--- src/rtl/pic24_icsp_pkg.sv ---
// Shared types and constants for the PIC24 ICSP SIX packet sender.
// S_NOP exists only when PIC24_ICSP_NOPPAD_EN is defined.
package pic24_icsp_pkg;

    typedef enum logic [2:0] {
        S_IDLE  = 3'd0,
        S_FETCH = 3'd1,
        S_WAIT  = 3'd2,
        S_SHIFT = 3'd3,
`ifdef PIC24_ICSP_NOPPAD_EN
        S_NOP   = 3'd5,
`endif
        S_DONE  = 3'd4
    } state_t;

    localparam logic [3:0]  SIX_CMD      = 4'b0000;
    localparam int          PKT_BITS     = 28;
    localparam int          OPERAND_BITS = 24;
    localparam logic [23:0] NOP_OPERAND  = 24'h000000;

endpackage

--- src/rtl/pic24_icsp_six_sender_bitclk.sv ---
// PGC half-period timer: tick_o on the last clock of each half, phase_hi_o marks the high half.
// Disabled (en_i=0) it parks at count 0 in the high phase so the next bit starts cleanly.
module pic24_icsp_bitclk #(
    parameter int CLKDIV = 4
) (
    input  logic clk,
    input  logic rstn,
    input  logic en_i,
    output logic tick_o,
    output logic phase_hi_o
);

    localparam int CW = (CLKDIV > 1) ? $clog2(CLKDIV) : 1;
    localparam logic [CW-1:0] LAST = CW'(CLKDIV - 1);

    logic [CW-1:0] cnt_q, cnt_d;
    logic          phase_q, phase_d;

    always_comb begin
        cnt_d   = cnt_q;
        phase_d = phase_q;
        if (!en_i) begin
            cnt_d   = '0;
            phase_d = 1'b1;
        end else if (cnt_q == LAST) begin
            cnt_d   = '0;
            phase_d = ~phase_q;
        end else begin
            cnt_d = cnt_q + 1'b1;
        end
    end

    always_ff @(posedge clk or negedge rstn) begin
        if (!rstn) begin
            cnt_q   <= '0;
            phase_q <= 1'b1;
        end else begin
            cnt_q   <= cnt_d;
            phase_q <= phase_d;
        end
    end

    assign tick_o     = en_i && (cnt_q == LAST);
    assign phase_hi_o = phase_q;

endmodule

--- src/rtl/pic24_icsp_six_sender.sv ---
// Reads count words from memory address 0 up and sends each as an ICSP SIX packet (4-bit cmd + 24-bit operand, LSB first).
// PIC24_ICSP_NOPPAD_EN appends a zero-operand SIX packet after every word.
module pic24_icsp_six_sender
    import pic24_icsp_pkg::*;
#(
    parameter int DATAWIDTH   = 32,
    parameter int MEMSIZElog2 = 7,
    parameter int CLKDIV      = 4
) (
    input  logic                   clk,
    input  logic                   rstn,
    input  logic                   start,
    input  logic [MEMSIZElog2:0]   count,
    output logic                   busy,
    output logic                   done,
    output logic [MEMSIZElog2-1:0] mem_addr,
    output logic                   mem_ce,
    output logic                   mem_we,
    input  logic [DATAWIDTH-1:0]   mem_dout,
    output logic                   pgc,
    output logic                   pgd,
    output logic                   pgd_oe
);

    localparam logic [4:0] LAST_BIT = 5'(PKT_BITS - 1);

    state_t                 state_q, state_d;
    logic [MEMSIZElog2:0]   rem_q, rem_d;
    logic [MEMSIZElog2-1:0] addr_q, addr_d;
    logic                   ce_q, ce_d;
    logic                   busy_q, busy_d;
    logic                   done_q, done_d;
    logic                   pgc_q, pgc_d;
    logic                   pgd_q, pgd_d;
    logic                   oe_q, oe_d;
    logic [PKT_BITS-1:0]    shift_q, shift_d;
    logic [4:0]             bit_q, bit_d;
    logic                   shifting, tick, phase_hi, advance;
`ifdef PIC24_ICSP_NOPPAD_EN
    logic                   nop_run_q, nop_run_d;
    logic                   gap_q, gap_d;
`endif

`ifdef PIC24_ICSP_NOPPAD_EN
    assign shifting = (state_q == S_SHIFT) || ((state_q == S_NOP) && nop_run_q);
`else
    assign shifting = (state_q == S_SHIFT);
`endif

    pic24_icsp_bitclk #(.CLKDIV(CLKDIV)) u_bitclk (
        .clk        (clk),
        .rstn       (rstn),
        .en_i       (shifting),
        .tick_o     (tick),
        .phase_hi_o (phase_hi)
    );

    always_comb begin
        state_d = state_q;
        rem_d   = rem_q;
        addr_d  = addr_q;
        ce_d    = 1'b0;
        busy_d  = busy_q;
        done_d  = 1'b0;
        pgc_d   = pgc_q;
        pgd_d   = pgd_q;
        oe_d    = oe_q;
        shift_d = shift_q;
        bit_d   = bit_q;
        advance = 1'b0;
`ifdef PIC24_ICSP_NOPPAD_EN
        nop_run_d = nop_run_q;
        gap_d     = gap_q;
`endif
        case (state_q)
            S_IDLE: begin
                if (start) begin
                    if (count != '0) begin
                        rem_d   = count - 1'b1;
                        addr_d  = '0;
                        ce_d    = 1'b1;
                        busy_d  = 1'b1;
                        oe_d    = 1'b1;
                        state_d = S_FETCH;
                    end else begin
                        state_d = S_DONE;
                    end
                end
            end
            S_FETCH: state_d = S_WAIT;
            S_WAIT: begin
                shift_d = {mem_dout[OPERAND_BITS-1:0], SIX_CMD};
                bit_d   = '0;
                pgc_d   = 1'b1;
                pgd_d   = SIX_CMD[0];
                state_d = S_SHIFT;
            end
            S_SHIFT: ;
`ifdef PIC24_ICSP_NOPPAD_EN
            // First two NOP cycles reproduce the FETCH/WAIT gap without touching memory.
            S_NOP: begin
                if (!nop_run_q) begin
                    if (gap_q) begin
                        shift_d   = {NOP_OPERAND, SIX_CMD};
                        bit_d     = '0;
                        pgc_d     = 1'b1;
                        pgd_d     = SIX_CMD[0];
                        nop_run_d = 1'b1;
                    end else begin
                        gap_d = 1'b1;
                    end
                end
            end
`endif
            // Entered with done_q set from the shift path; the count=0 path pulses one cycle later.
            S_DONE: begin
                if (done_q) begin
                    busy_d  = 1'b0;
                    oe_d    = 1'b0;
                    pgd_d   = 1'b0;
                    state_d = S_IDLE;
                end else begin
                    done_d = 1'b1;
                end
            end
            default: state_d = S_IDLE;
        endcase

        if (shifting && tick) begin
            if (phase_hi) begin
                pgc_d = 1'b0;
            end else if (bit_q == LAST_BIT) begin
`ifdef PIC24_ICSP_NOPPAD_EN
                if (state_q == S_SHIFT) begin
                    state_d   = S_NOP;
                    gap_d     = 1'b0;
                    nop_run_d = 1'b0;
                end else begin
                    advance = 1'b1;
                end
`else
                advance = 1'b1;
`endif
            end else begin
                bit_d   = bit_q + 5'd1;
                shift_d = shift_q >> 1;
                pgc_d   = 1'b1;
                pgd_d   = shift_q[1];
            end
        end

        if (advance) begin
            if (rem_q != '0) begin
                rem_d   = rem_q - 1'b1;
                addr_d  = addr_q + 1'b1;
                ce_d    = 1'b1;
                state_d = S_FETCH;
            end else begin
                done_d  = 1'b1;
                state_d = S_DONE;
            end
        end
    end

    always_ff @(posedge clk or negedge rstn) begin
        if (!rstn) begin
            state_q <= S_IDLE;
            rem_q   <= '0;
            addr_q  <= '0;
            ce_q    <= 1'b0;
            busy_q  <= 1'b0;
            done_q  <= 1'b0;
            pgc_q   <= 1'b0;
            pgd_q   <= 1'b0;
            oe_q    <= 1'b0;
            shift_q <= '0;
            bit_q   <= '0;
        end else begin
            state_q <= state_d;
            rem_q   <= rem_d;
            addr_q  <= addr_d;
            ce_q    <= ce_d;
            busy_q  <= busy_d;
            done_q  <= done_d;
            pgc_q   <= pgc_d;
            pgd_q   <= pgd_d;
            oe_q    <= oe_d;
            shift_q <= shift_d;
            bit_q   <= bit_d;
        end
    end

`ifdef PIC24_ICSP_NOPPAD_EN
    always_ff @(posedge clk or negedge rstn) begin
        if (!rstn) begin
            nop_run_q <= 1'b0;
            gap_q     <= 1'b0;
        end else begin
            nop_run_q <= nop_run_d;
            gap_q     <= gap_d;
        end
    end
`endif

    generate
        if (DATAWIDTH > OPERAND_BITS) begin : g_hi_bits
            logic unused_hi;
            assign unused_hi = ^mem_dout[DATAWIDTH-1:OPERAND_BITS];
        end
    endgenerate

    assign busy     = busy_q;
    assign done     = done_q;
    assign mem_addr = addr_q;
    assign mem_ce   = ce_q;
    assign mem_we   = 1'b0;
    assign pgc      = pgc_q;
    assign pgd      = pgd_q;
    assign pgd_oe   = oe_q;

endmodule

--- config.mk ---
export PLATFORM = sky130hd
export DESIGN_NAME = pic24_icsp_six_sender
export DESIGN_NICKNAME = d
export VERILOG_FILES = /design/src/rtl/pic24_icsp_pkg.sv /design/src/rtl/pic24_icsp_six_sender_bitclk.sv /design/src/rtl/pic24_icsp_six_sender.sv
export SDC_FILE = /design/constraint.sdc
export NUM_CORES = 1
export LEC_CHECK = 0
export CAP_MARGIN = 30
export CORE_MARGIN = 3
export CORE_UTILIZATION = 45
export CTS_BUF_LIST = sky130_fd_sc_hd__clkbuf_8
export DETAILED_ROUTE_END_ITERATION = 16
export DONT_BUFFER_PORTS = 1
export GPL_ROUTABILITY_DRIVEN = 1
export PLACE_DENSITY_LB_ADDON = 0.1
export SYNTH_ARGS = -nofsm -noshare
export SYNTH_HDL_FRONTEND = slang
export SYNTH_SLANG_ARGS = --single-unit
--- constraint.sdc ---
create_clock -name clk -period 6.28 [get_ports clk]
set_input_delay 1.256 -clock clk [delete_from_list [all_inputs] [get_ports clk]]
set_output_delay 1.256 -clock clk [all_outputs]
set_load 0.03 [all_outputs]
==> results.txt <==
----------------------------------------------------
[Status]
  Result of the run ... completed

[Clocking]
  Skew-Pair Late Insertion Delay ... 340 ps
  Cts bufs inserted ... 9
  Post_cts resized ... 0
  CTS Hold Bufs ... 0
  Clock Sink Count ... a little under 60
  Postcts setup bufs ... 0
  TritonCTS clock tree ... built
  Maximum root-to-sink buffer count ... 2
  Root Buffer Master ... clkbuf_8
  Clock transition at the registers of the reported paths ... roughly 60 ps
  H-tree Lvls ... 3

[Synth]
  Number of unique standard cell types used by synthesis ... 65
  Synth Flop Type ... dfrtp_1
  Mapped Nets ... between 300 and 400
  Async SR Flop Fraction ... 1.00
  Top cells by area in the synthesized netlist ... dfrtp_1 47%, nand2_1 9.1%, a31oi_1 5.7%
  Flops & latches, synth ... a little under 60
  Part of the Yosys area used for sequential elements ... 0.474
  Yosys Warn Count ... 0
  Fraction of synthesized cell area taken by the top area cell type ... 0.466
  Number of flops mapped to enable cells by yosys ... 0
  Cell type with the largest total area after synthesis ... dfrtp_1
  Cell area after synthesis ... between 3000 and 4000 um2
  Mean post-synth cell area ... just over 9 um2
  Synthesized instance count ... approximately 330

[Power and ir drop]
  Comb pwr share ... 0.262
  Power Internal ... slightly below 900 uW
  Part of the power in the clock network ... 0.260
  Switching power total ... 469 uW
  Switching Share ... 0.347
  Power Density ... about 400 nW/um2
  Part of the total power dissipated in sequential elements ... 0.478
  Leak pwr ... around 1.4 nW
  Largest voltage drop on the vdd net ... about 250 uV

[Final layout]
  Design Area, Final ... ~3300 um2
  Relative area change from synthesis to final layout ... 7.64%
  Commonest non-fill, non-tap cells in the layout ... 74 x nand2_1, 57 x dfrtp_1, 28 x nor2_1, 28 x a31oi_1, 15 x nand3_1
  Post-layout nets ... roughly 370
  Non-filler instance count after layout ... 407
  Commonest non-fill, non-tap cell in the layout ... nand2_1
  Number of diodes added for antenna fixing ... 0
  Share of layout cells above drive strength 1 ... 0.121

[Global routing]
  Total global routing overflow ... 0
  First-pass GRT wire length ... between 10000 and 15000 um
  Total routing usage reported by global routing ... 0.183
  Number of antenna violations at the first check in global routing ... 0
  Pin count of the biggest net entering global routing ... between 50 and 60
  Number of global-route vias before repair ... ~2300

[Floorplan]
  Core Box Area ... around 6500 um2
  Die Y ... between 80 and 90 um
  Count of boundary I/O pins ... 57
  Initial core utilization ... 0.474
  Number of placement rows ... 29
  Floorplan die area ... ~8000 um2
  Chip width ... between 80 and 90 um

[Place]
  Number of instances in the placed design ... just under 400
  Port Buf Inserts ... 0
  Post-detailed-placement half-perimeter wirelength ... around 4300 um
  Standard cell area after detailed placement ... 3090 um2
  Final Wtd Congestion ... approximately 0.8

[Critical path]
  Category of the worst setup path capture point ... flop
  Data arrival at the endpoint of the critical path ... roughly 3300 ps
  Largest fanout on the critical path ... 13
  CP cell instances ... inv_1 > ha_1 > or4b_4 > o41ai_4 > o21ai_2 > o221a_2
  Crit path launch type ... primary input
  Data required, critical path ... 6510 ps
  Type of the setup path with the least slack ... in2reg
  Worst stage delay on the critical path ... about 660 ps
  Critical-path top delay cell ... o41ai_4

[Timing]
  Minimum clock period after layout ... 3120 ps
  Least-Margin Pin Slew ... between 700 and 800 ps
  Final worst-path cycle share ... 0.496
  Total of endpoints with negative setup slack in the final report ... 0
  Unrepaired setup endpoints after global routing ... false
  Slew HR ... 0.468
  Final TNS setup ... 0 ps
  Count of final hold-check violations ... 0
  Final count of pins violating max slew ... 0
  Peak Freq ... roughly 320 MHz
  Clock skew ... approximately 10 ps

[Routing]
  Routed wire length ... 6480 um
  DRC violation count after routing ... 0
  Starting DRT DRC Count ... around 130
  Vias after detailed routing ... 2416
  Number of iterations in the first detailed-routing pass ... 4
  Antenna violation net count after detailed routing ... 0
  Ratio of routed vias to standard cells ... between 5 and 6
  Average wire per standard cell ... about 16 um

[Job]
  Max capacitance violation total ... 0

[Hold path]
  HP Class ... reg2reg

----------------------------------------------------
## critical path, delay by kind of cell
family	cells	cell delay, ps
fa+ha+maj	1	200
compound gates	3	1300
buf+inv	1	60
simple gates	1	520
## cells by family after synthesis
kind of cell	count (synthesis)	synth area share
adder cells (fa/ha/maj)	5	0.0204
other	1	0.00122
XOR/XNOR	4	0.0114
buffers and inverters	25	0.0453
AO/OA/AOI/OAI	66	0.160
AND/OR/NAND/NOR	165	0.263
multiplexers	7	0.0241
flip-flops	58	0.474
## layout make-up
cell class,instances,area [um2]
fillers,636,3160
multi-input cells,248,1480
flip-flops and latches,58,1450
clock buffers,11,151
well taps,77,96.3
clock inverters,5,52.6
repair buffers,2,42.5
inverters,6,22.5
## cell usage after synthesis, drive strengths merged, types with 2 or more instances
cell type / number
nand2: 74
or4: 6
o221a: 2
xnor2: 3
nor3: 8
mux2i: 4
buf: 7
nand3: 16
o22ai: 2
nor2: 29
or3: 4
nor3b: 3
inv: 6
mux2: 3
nand4: 2
o31ai: 3
clkbuf: 12
dfrtp: 57
and3: 2
o221ai: 3
o41ai: 2
ha: 5
o211ai: 3
o21ai: 9
o21a: 2
nand3b: 3
a31oi: 28
nor4: 6
nand2b: 3
## registers in the layout (all words and copies together), names as in the netlist
| name | count |
|---|---|
| u_bitclk.cnt_q | 2 |
| state_q | 3 |
| pgc | 1 |
| done | 1 |
| mem_addr | 7 |
| u_bitclk.phase_hi_o | 1 |
| pgd | 1 |
| shift_q | 27 |
| mem_ce | 1 |
| bit_q | 5 |
| rem_q | 8 |
| pgd_oe | 1 |
## final timing paths
check	to	from	depth (start not counted)	slack (ps)
min in group asynchronous	shift_q[7]	rstn	0	600
max	rem_q[2]	count[0]	6	3160
max in group asynchronous	u_bitclk.phase_hi_o	rstn	0	5510
min	u_bitclk.cnt_q[0]	u_bitclk.cnt_q[0]	1	450
min reg2reg	u_bitclk.cnt_q[0]	u_bitclk.cnt_q[0]	1	450
max reg2reg	rem_q[3]	bit_q[0]	5	3810
## layer usage
metal	GRT usage	routed length (um)
met5	0	0
met4	0.0618	78
met3	0.0633	386
met2	0.270	2970
met1	0.253	3050
## metrics by stage
stage	power [mW]	utilization	hold WS [ps]	setup slack (ps)
floorplan	0.918	-	419	3430
global placement	0.975	0.472	433	2790
detailed placement	1.01	0.479	435	2790
CTS	1.37	0.510	457	3150
global route	1.46	0.510	483	3050
finish	1.35	0.510	450	3160
## power by group through the flow
| stage | Clock [mW] | Sequential [mW] | Combinational (mW) |
|---|---|---|---|
| floorplan | 0 | 0.620 | 0.299 |
| CTS | 0.362 | 0.645 | 0.359 |
| global route | 0.380 | 0.666 | 0.411 |
| global placement | 0 | 0.646 | 0.329 |
| finish | 0.352 | 0.645 | 0.354 |
| detailed placement | 0 | 0.650 | 0.355 |
Note: power is estimated with default switching activity, not from simulation.
